===== src/rtl/gpio_pkg.sv =====
// Shared types and limits for the GPIO input-conditioning path.
package gpio_pkg;

  typedef enum logic [1:0] {
    RISE = 2'b00,
    FALL = 2'b01,
    HIGH = 2'b10,
    LOW  = 2'b11
  } gpio_inttype_e;

  localparam int GPIO_SYNC_STAGES_MAX = 4;

endpackage


===== src/rtl/gpio_dbnc.sv =====
// Single-pin debouncer: the output follows the input only after it has
// differed for thr_i consecutive cycles; thr_i == 0 is a transparent bypass.
module gpio_dbnc #(
  parameter int W = 16
) (
  input  logic         clk_i,
  input  logic         rst_n_i,
  input  logic         in_i,
  input  logic [W-1:0] thr_i,
  output logic         val_o
);

  logic [W-1:0] cnt_q;
  logic         db_q;
  logic         reached;

  // Widened compare so the count can never wrap past the threshold.
  assign reached = ({1'b0, cnt_q} + {{W{1'b0}}, 1'b1}) >= {1'b0, thr_i};

  always_ff @(posedge clk_i or negedge rst_n_i) begin
    if (!rst_n_i) begin
      cnt_q <= '0;
      db_q  <= 1'b0;
    end else if (thr_i == '0 || in_i == db_q) begin
      cnt_q <= '0;
      db_q  <= in_i;
    end else if (reached) begin
      cnt_q <= '0;
      db_q  <= in_i;
    end else begin
      cnt_q <= cnt_q + 1'b1;
    end
  end

  assign val_o = (thr_i == '0) ? in_i : db_q;

endmodule


===== src/rtl/gpio_in_cond.sv =====
// GPIO input conditioning: synchroniser, optional debounce (GPIO_DEBOUNCE_EN),
// per-pin edge/level event detect, sticky interrupt status and irq.
module gpio_in_cond
  import gpio_pkg::*;
#(
  parameter int GPIO_NUM    = 8,
  parameter int SYNC_STAGES = 2,
  parameter int DBNC_CNT_W  = 16
) (
  input  logic                  clk_i,
  input  logic                  rst_n_i,
  input  logic [GPIO_NUM-1:0]   gpio_in_i,
  input  logic [GPIO_NUM-1:0]   inten_i,
  input  logic [GPIO_NUM-1:0]   inttype0_i,
  input  logic [GPIO_NUM-1:0]   inttype1_i,
  input  logic                  stat_clr_i,
`ifdef GPIO_DEBOUNCE_EN
  input  logic [DBNC_CNT_W-1:0] dbnc_cnt_i,
`endif
  output logic [GPIO_NUM-1:0]   gpio_val_o,
  output logic [GPIO_NUM-1:0]   intstatus_o,
  output logic                  irq_o
);

  localparam int ARM_W = $clog2(GPIO_SYNC_STAGES_MAX + 2);
  localparam logic [ARM_W-1:0] ARM_LAST = ARM_W'(SYNC_STAGES + 1);

  logic [GPIO_NUM-1:0] sync_q [SYNC_STAGES];
  logic [GPIO_NUM-1:0] val;
  logic [GPIO_NUM-1:0] prev_q;
  logic [GPIO_NUM-1:0] status_q;
  logic [GPIO_NUM-1:0] status_next;
  logic [GPIO_NUM-1:0] event_vec;
  logic [ARM_W-1:0]    arm_cnt_q;
  logic                armed;
  logic                irq_q;

  always_ff @(posedge clk_i or negedge rst_n_i) begin
    if (!rst_n_i) begin
      for (int s = 0; s < SYNC_STAGES; s++) sync_q[s] <= '0;
    end else begin
      sync_q[0] <= gpio_in_i;
      for (int s = 1; s < SYNC_STAGES; s++) sync_q[s] <= sync_q[s-1];
    end
  end

`ifdef GPIO_DEBOUNCE_EN
  for (genvar i = 0; i < GPIO_NUM; i++) begin : g_dbnc
    gpio_dbnc #(.W(DBNC_CNT_W)) u_dbnc (
      .clk_i   (clk_i),
      .rst_n_i (rst_n_i),
      .in_i    (sync_q[SYNC_STAGES-1][i]),
      .thr_i   (dbnc_cnt_i),
      .val_o   (val[i])
    );
  end
`else
  assign val = sync_q[SYNC_STAGES-1];
`endif

  // Edge events stay masked until the synchroniser has flushed its reset zeros.
  assign armed = (arm_cnt_q == ARM_LAST);

  always_ff @(posedge clk_i or negedge rst_n_i) begin
    if (!rst_n_i) begin
      arm_cnt_q <= '0;
      prev_q    <= '0;
    end else begin
      if (!armed) arm_cnt_q <= arm_cnt_q + 1'b1;
      prev_q <= val;
    end
  end

  always_comb begin
    event_vec = '0;
    for (int i = 0; i < GPIO_NUM; i++) begin
      case (gpio_inttype_e'({inttype1_i[i], inttype0_i[i]}))
        RISE:    event_vec[i] = armed & val[i] & ~prev_q[i];
        FALL:    event_vec[i] = armed & ~val[i] & prev_q[i];
        HIGH:    event_vec[i] = val[i];
        LOW:     event_vec[i] = ~val[i];
        default: event_vec[i] = 1'b0;
      endcase
    end
  end

  // A new event wins over a concurrent clear for its own pin.
  assign status_next = (stat_clr_i ? '0 : status_q) | (event_vec & inten_i);

  always_ff @(posedge clk_i or negedge rst_n_i) begin
    if (!rst_n_i) begin
      status_q <= '0;
      irq_q    <= 1'b0;
    end else begin
      status_q <= status_next;
      irq_q    <= |status_next;
    end
  end

  assign gpio_val_o  = val;
  assign intstatus_o = status_q;
  assign irq_o       = irq_q;

endmodule


===== config.mk =====
export PLATFORM = sky130hd
export DESIGN_NAME = gpio_in_cond
export DESIGN_NICKNAME = d
export VERILOG_FILES = /design/src/rtl/gpio_pkg.sv /design/src/rtl/gpio_dbnc.sv /design/src/rtl/gpio_in_cond.sv
export SDC_FILE = /design/constraint.sdc
export NUM_CORES = 1
export LEC_CHECK = 0
export ABC_AREA = 1
export CAP_MARGIN = 20
export CORE_MARGIN = 2
export CORE_UTILIZATION = 45
export CTS_CLUSTER_DIAMETER = 150
export CTS_CLUSTER_SIZE = 40
export DETAILED_ROUTE_END_ITERATION = 10
export MAX_ROUTING_LAYER = met4
export PLACE_DENSITY = 0.81
export SYNTH_ARGS = -nofsm -noshare
export SYNTH_HDL_FRONTEND = slang
export SYNTH_SLANG_ARGS = --single-unit

===== constraint.sdc =====
create_clock -name clk_i -period 3.3 [get_ports clk_i]
set_input_delay 0.33 -clock clk_i [delete_from_list [all_inputs] [get_ports clk_i]]
set_output_delay 0.33 -clock clk_i [all_outputs]
set_load 0.01 [all_outputs]

## Word-level counts from Yosys, hierarchy flattened

Cells that the tools add are included.

- Input bits: 35
- Register bits after elaboration: 36

- Bitwise logic cells: 50
- Mux-type cells: 9
- Reductions and logical operators: 9
- Add/subtract/negate cells: 1
- Equal/unequal tests: 25

Operator list:

| operator | number |
|---|---|
| 1-bit bitwise AND | 32 |
| 2-bit equality test (second input constant) | 16 |
| 1-bit case mux with 4 select lines | 8 |
| 2-bit by 1-bit equality test with 1-bit output (second input constant) | 8 |
| 2-bit zero test | 8 |
| 1-bit NOT | 16 |
| 8-bit bitwise AND | 1 |
| 8-bit two-way mux | 1 |
| 8-bit OR | 1 |
| 8-bit OR reduction | 1 |
| 3-bit by 1-bit adder with 3-bit output (second input constant) | 1 |
| 3-bit by 2-bit equality test with 1-bit output (second input constant) | 1 |

## Depth between registers and ports, before layout

Gate-level depths: netlist (run 1).

- Word-level depth: 7
- Depth in mapped cells: 12
- Depth with buffers taken out: 10

## Least setup slack after synthesis (run 1)

Ideal clock, no wire load.

- Kind: register -> register
- Start: register arm_cnt_q[0]
- End: register irq_q, in the netlist irq_o
- Required time: 3181 ps
- Path buffers: 2
- Slack: 1688 ps
- Stages on the path, launching flop included: 13
- Arrival: 1493 ps
- Cell sequence: dfrtp_1 -> ha_1 -> ha_1 -> buf_6 -> buf_12 -> nand2_2 -> nand2_1 -> nand2_1 -> nand2_1 -> a21oi_2 -> nand2_1 -> nor2_1 -> nand2_1

- Cells in the longest elaborated chain, start to end: 7
- Elaborated cells on any way between the ends: 44

RTL lines:

| element | RTL line | text |
|---|---|---|
| start, declared | gpio_in_cond.sv:34 | `logic [ARM_W-1:0] arm_cnt_q;` |
| start signal, assigned | gpio_in_cond.sv:69 | `if (!armed) arm_cnt_q <= arm_cnt_q + 1'b1;` |
| 3-bit by 2-bit equality test with 1-bit output * | gpio_in_cond.sv:62 | `assign armed = (arm_cnt_q == ARM_LAST);` |
| 1-bit bitwise AND (on tied branches) (2 in a row) | gpio_in_cond.sv:79, gpio_in_cond.sv:78 |  |
| 1-bit case mux with 4 select lines | gpio_in_cond.sv:77 | `case (gpio_inttype_e'({inttype1_i[i], inttype0_i[i]}))` |
| 8-bit bitwise AND * | gpio_in_cond.sv:88 | `assign status_next = (stat_clr_i ? '0 : status_q) \| (event_vec & inten_i);` |
| 8-bit OR * | gpio_in_cond.sv:88 |  |
| 8-bit OR reduction * | gpio_in_cond.sv:96 | `irq_q <= \|status_next;` |
| end signal, assigned | gpio_in_cond.sv:96 |  |
| end, declared | gpio_in_cond.sv:36 | `logic irq_q;` |

Every way passes the cells marked *; elsewhere a longest branch is shown, timed or not.
A chain may end at the register's enable or synchronous reset.

## Worst setup path in the final report (run 1)

Ends and elaborated chain as after synthesis.

==> flow_summary.toml, run 1 <==
[clocking]
worstSkewPairLatency_ns = 0.33
postCtsSetupBuffers = 0
clock_sinks = 36
hold_buffers = 0
clkTransAtPathRegs_ns = 0.10
cts_buffers = 5
max-clock-path-buffers = 2
cts_tree = "done"
cts-htree-levels = 2
cts_root_buffer = "clkbuf_4"
cts_resized = 0

[timing]
worst_slew_pin_slew_ns = 0.765
max_freq_ghz = 0.553
hold_slack_ns = 0.0517
maxSlewHeadroom = 0.490
skew_ns = 0.0116
fin_crit_sh = 0.548
fin_tns_setup_ns = 0
finalCriticalPeriod_ns = 1.81
setup_violations = 0
hold_viol = 0
rsz0062_at_grt = "false"
slew_viol_final = 0

[power]
peakVddDrop_mv = 0.274
pwr-share-clk = 0.289
internal-power_mw = 0.671
p_sw_frac = 0.237
seq_power_share = 0.546
p_leak_nw = 1.12
powerDensity_nw_per_um2 = 417
power_frac_comb = 0.165
p_switching_mw = 0.209
power.total_mw = 0.879

[placement]
portBuffers = 51
gp_congestion = 0.757
dp_hpwl_um = 2090
place_area_sq_um = 2050

[yosys]
synth_most_common_cell = "nand2_1"
yosysWarnings = 0
synth-seq-cells = 36
ys_seq_area_frac = 0.572
synth_cell_type_count = 17
synth_edf_count = 0
syn_avg_cell_area_sq_um = 8.65
syn_inst = 182
syn-num-nets = 219
ys_async_sr_fraction = 1.00
synth_top_area_frac = 0.572
synth_ff_type = "dfrtp_1"
synth_common_cells = "nand2_1 (51), inv_1 (41), dfrtp_1 (36), nor2_1 (21), buf_4 (8)"
yosys.area.top_type = "dfrtp_1"
synth_area_sq_um = 1570
synthTopCellsByArea = "dfrtp_1 (57%), nand2_1 (12%), inv_1 (9.8%)"

[worst_setup_path]
cp.arrival_ns = 2.05
cp-end-kind = "flop"
required_ns = 3.54
critPathLaunchType = "flop"
crit_path_max_fanout = 18
worstSetupPathType = "flop to flop"

[floorplan]
io_pins = 52
die_w_um = 63.1
rows = 21
initial_core_util = 0.472
dieArea_sq_um = 3990
die_y_um = 63.1
placeableCoreArea_sq_um = 3340

[drt]
dr_total_vias = 1182
drt_iter0_markers = 46
drc = 0
vias_per_cell = 4.28
drtAntennaViolNets = 0
firstDrtPassIters = 4
drt-wirelength-per-cell_um = 9.83
drt-total-wl_um = 2710

[layout]
finish.utilization = 0.633
antennaDiodeCount = 0
fin_nets = 267
fin_area_sq_um = 2110
area_growth_pct = 34.1
drive_gt1_frac = 0.0609

[grt]
grt_usage = 0.160
overflow = 0
grt_antenna_before_repair = 0
grt_pass1_wl_um = 4740
grt_pass1_vias = 1134
grt_start_max_net_pins = 37

[outcome]
outcome = "completed"

[worst_hold_path]
min_path_type = "primary input to asynchronous set/reset pin"

[job]
maxCapViolations = 0
-- metrics by stage --
step,instances,setup WS (ns)
finish,276,1.49
global route,276,1.26
detailed placement,269,1.46
global placement,269,1.48
floorplan,182,1.69
CTS,276,1.45
-- power by group through the flow --
stage | clock (mW) | sequential, mW | combinational, mW
2_1_floorplan | 0 | 0.493 | 0.0559
3_3_place_gp | 0 | 0.489 | 0.145
3_5_place_dp | 0 | 0.490 | 0.147
4_1_cts | 0.262 | 0.481 | 0.148
5_1_grt | 0.283 | 0.485 | 0.163
6_report | 0.254 | 0.480 | 0.145
-- layout make-up --
type | count | area [sq um]
flip-flops and latches | 36 | 901
clock buffers | 7 | 65.1
fillers | 306 | 1230
well taps | 46 | 57.6
multi-input cells | 95 | 428
repair buffers | 51 | 505
inverters | 41 | 154
-- layer usage --
metal	share of wire	GRT usage	vias to the layer above
met4	0.016	0.0667	0
li1	-	-	616
met3	0.069	0.0625	6
met1	0.40	0.164	532
met5	0	-	-
met2	0.51	0.271	28
-- worst paths after layout --
kind,start,end,slack [ns],depth (start not counted)
setup / recovery,arm_cnt_q[0],irq_o,1.49,10
hold / removal,rst_n_i,gpio_val_o[0],0.05,1
setup reg to reg,arm_cnt_q[0],irq_o,1.49,10
hold reg to reg,sync_q[10],gpio_val_o[2],0.36,0
max in group asynchronous,rst_n_i,prev_q[5],2.75,1
min in group clk_i,sync_q[10],gpio_val_o[2],0.36,0
-- sequential cells by signal (all words and copies together), names as in the netlist --
| register | cells |
|---|---|
| arm_cnt_q | 3 |
| gpio_val_o | 8 |
| intstatus_o | 8 |
| irq_o | 1 |
| prev_q | 8 |
| sync_q | 8 |
-- kinds of logic (layout without fill, tap and decap cells) --
group | Yosys count | after routing | share of synthesized area
XOR/XNOR | 1 | 1 | 0.00557
AO/OA/AOI/OAI | 12 | 12 | 0.0461
flip-flops | 36 | 36 | 0.572
adder cells (fa/ha/maj) | 2 | 2 | 0.0159
AND/OR/NAND/NOR | 79 | 79 | 0.197
multiplexers | 1 | 1 | 0.00715
buffers and inverters | 51 | 99 | 0.156
-- worst max-delay path, stage by stage, from the launching register on --
cell and delay [ns]:
dfrtp_1 0.40, ha_1 0.20, ha_1 0.41, nand2_1 0.17, nand2_1 0.06, nand2_1 0.06
nand2_1 0.06, a21oi_2 0.14, nand2_1 0.07, nor2_1 0.10, nand2_1 0.06
-- placed cells by master (no fill, tap or decap), drive strengths merged --
cell,count
dfrtp,36
nand3,3
nand4,1
ha,2
clkdlybuf4s50,50
xnor2,1
clkbuf,7
o21a,2
buf,1
o21ai,4
a21oi,6
nor2,21
mux2,1
inv,41
nand2,54
Note: power is estimated with default switching activity, not from simulation.
==> run 2: changes to the inputs <==
==> constraint.sdc (replaced) <==
create_clock -name clk_i -period 1.8 [get_ports clk_i]
set_input_delay 0.18 -clock clk_i [delete_from_list [all_inputs] [get_ports clk_i]]
set_output_delay 0.18 -clock clk_i [all_outputs]
set_load 0.01 [all_outputs]
==> run 2 against run 1 <==
Sequential cell count is the same. Clock skew down 0.0066 ns. Total power rose by 81%. Clock-buffer cell count is 1 higher. Non-clock buffer count grew 4. First-iteration DRC count down 33%. Sequential share of layout area decreased by 1.0 points. Combinational power grew 88%. Via count rose by 1.0%. Sequential power rose by 84%. Global-route usage up 0.82 points.
==> flow_summary.toml, run 2 (same netlist as run 1, synthesis figures left out) <==
[worst_setup_path]
required_ns = 2.03
critPathLaunchType = "flop"
slowest_delay_ns = 0.40
worstSetupPathType = "flop to flop"
crit_chain = "ha_2 > ha_4 > buf_6 > nand2_1 > nand2_1 > nand2_1 > nand2_1 > a21oi_1 > nand2_1 > nor2_1 > nand2_1"
crit_path_top_delay_cell = "dfrtp_1"
cpLargestDelayFamily = "simple AND/OR/NAND/NOR gates"
critical_path_buf_inv_count = 1
crit_path_max_fanout = 10
r2r_start = "arm_cnt_q[0]"
cp.arrival_ns = 1.84
cp-end-kind = "flop"
critical_path.startpoint = "arm_cnt_q[0]"
crit_path_frequent_cell = "nand2_1"

[drt]
drt_iter0_markers = 31
drt-wirelength-per-cell_um = 10.4
dr_total_vias = 1194
firstDrtPassIters = 4
drc = 0
drtAntennaViolNets = 0
vias_per_cell = 4.25
drt-total-wl_um = 2940

[timing]
fin_ws_ns = 0.193
fin_tns_setup_ns = 0
slew_viol_final = 0
rsz0062_at_grt = "false"
max_freq_ghz = 0.622
finalCriticalPeriod_ns = 1.61
setup_violations = 0
hold_viol = 0
worst_slew_pin_slew_ns = 0.774
skew_ns = 0.00502
maxSlewHeadroom = 0.484
fin_crit_sh = 0.893

[grt]
grt_usage = 0.168
grt_antenna_before_repair = 0
grt_start_max_net_pins = 37
grt_pass1_wl_um = 4950
overflow = 0
grt_pass1_vias = 1163

[clocking]
worstSkewPairLatency_ns = 0.33
cts-htree-levels = 2
clkTransAtPathRegs_ns = 0.10
cts_tree = "done"
cts_buffers = 5
cts_root_buffer = "clkbuf_4"
clock_sinks = 36
max-clock-path-buffers = 2

[power]
pwr-share-clk = 0.273
power_frac_comb = 0.172
p_sw_frac = 0.242
powerDensity_nw_per_um2 = 734
peakVddDrop_mv = 0.525
internal-power_mw = 1.20
p_leak_nw = 1.13
p_switching_mw = 0.384
seq_power_share = 0.556

[worst_hold_path]
min_path_type = "primary input to flop"
worstHoldStart = "gpio_in_i[5]"

[placement]
dp_cells = 271
dp_hpwl_um = 2240
place_area_sq_um = 2060
gp_congestion = 0.808
portBuffers = 51
preCtsSetupSlack_ns = 0.0555

[layout]
antennaDiodeCount = 0
drive_gt1_frac = 0.0851
fin_nets = 271
final_common_cell = "nand2_1"
mostFrequentLayoutCells = "nand2_1 (51), clkdlybuf4s50_1 (50), inv_1 (41), dfrtp_1 (36), nor2_1 (21)"
area_growth_pct = 37.4
fin_cells = 281
fin_area_sq_um = 2160
fillers = 288

[floorplan]
dieArea_sq_um = 3990
rows = 21
die_w_um = 63.1
die_y_um = 63.1
placeableCoreArea_sq_um = 3340
io_pins = 52
initial_core_util = 0.472

[job]
maxCapViolations = 0

[outcome]
outcome = "completed"
==> run 2: cell types whose count changed in the layout (fill, tap and decap cells not counted), moves of 2 or more <==
cell / delta
buf_4: +2
clkbuf_1: +2
a21oi_1: -2
a21oi_2: +2
ha_1: -2
==> run 2: worst register-to-register path, stage by stage (launching register included) <==
cell,delay [ns]
dfrtp_1,0.40
ha_2,0.21
ha_4,0.17
buf_6,0.14
nand2_1,0.06
nand2_1,0.04
nand2_1,0.05
nand2_1,0.05
a21oi_1,0.18
nand2_1,0.09
nor2_1,0.08
nand2_1,0.05
==> run 2: worst paths after layout <==
kind,end,slack (ns),cells after the start
min,sync_q[13],0.28,1
max in group asynchronous,arm_cnt_q[1],0.86,2
min reg2reg,gpio_val_o[7],0.36,0
max,irq_o,0.19,11
min in group asynchronous,prev_q[0],0.46,2
max reg2reg,irq_o,0.19,11
==> run 2: layout make-up <==
class                      count  area [sq um]  area share
tap                           46          57.6      0.0266
multi-input combinational     95           450       0.208
timing repair buffer          55           542       0.250
sequential                    36           901       0.416
inverter                      41           154      0.0711
clock buffer                   8          58.8      0.0272
==> run 2: timing repair <==
| item | CTS | global route |
|---|---|---|
| buffers inserted | 0 | 1 |
| endpoints found under the hold margin | 36 | 0 |
| hold buffers | 1 | 0 |
| endpoints found under the setup margin | 0 | 1 |
| resized for setup | 0 | 6 |
==> run 2: power by group through the flow <==
| stage | clock [mW] | sequential, mW | combinational (mW) |
|---|---|---|---|
| 6_report | 0.433 | 0.882 | 0.273 |
| 5_1_grt | 0.497 | 0.890 | 0.304 |
| 4_1_cts | 0.455 | 0.883 | 0.273 |
| 3_5_place_dp | 0 | 0.899 | 0.270 |
| 3_3_place_gp | 0 | 0.896 | 0.267 |
| 2_1_floorplan | 0 | 0.904 | 0.102 |
==> run 2: per-layer routing <==
layer,share of wire,vias to the layer above,global-route usage
li1,-,624,-
met1,0.43,537,0.200
met2,0.50,29,0.261
met3,0.062,4,0.0714
met4,0.012,0,0.0500
met5,0,-,-
==> run 2: per-stage QoR <==
stage                      util  power [mW]  hold slack (ns)
after floorplan               -        1.01           -0.116
after global placement    0.618        1.16            0.302
after global routing      0.648        1.69            0.250
final                     0.648        1.59            0.279
after CTS                 0.638        1.61            0.261
after detailed placement  0.618        1.17            0.301
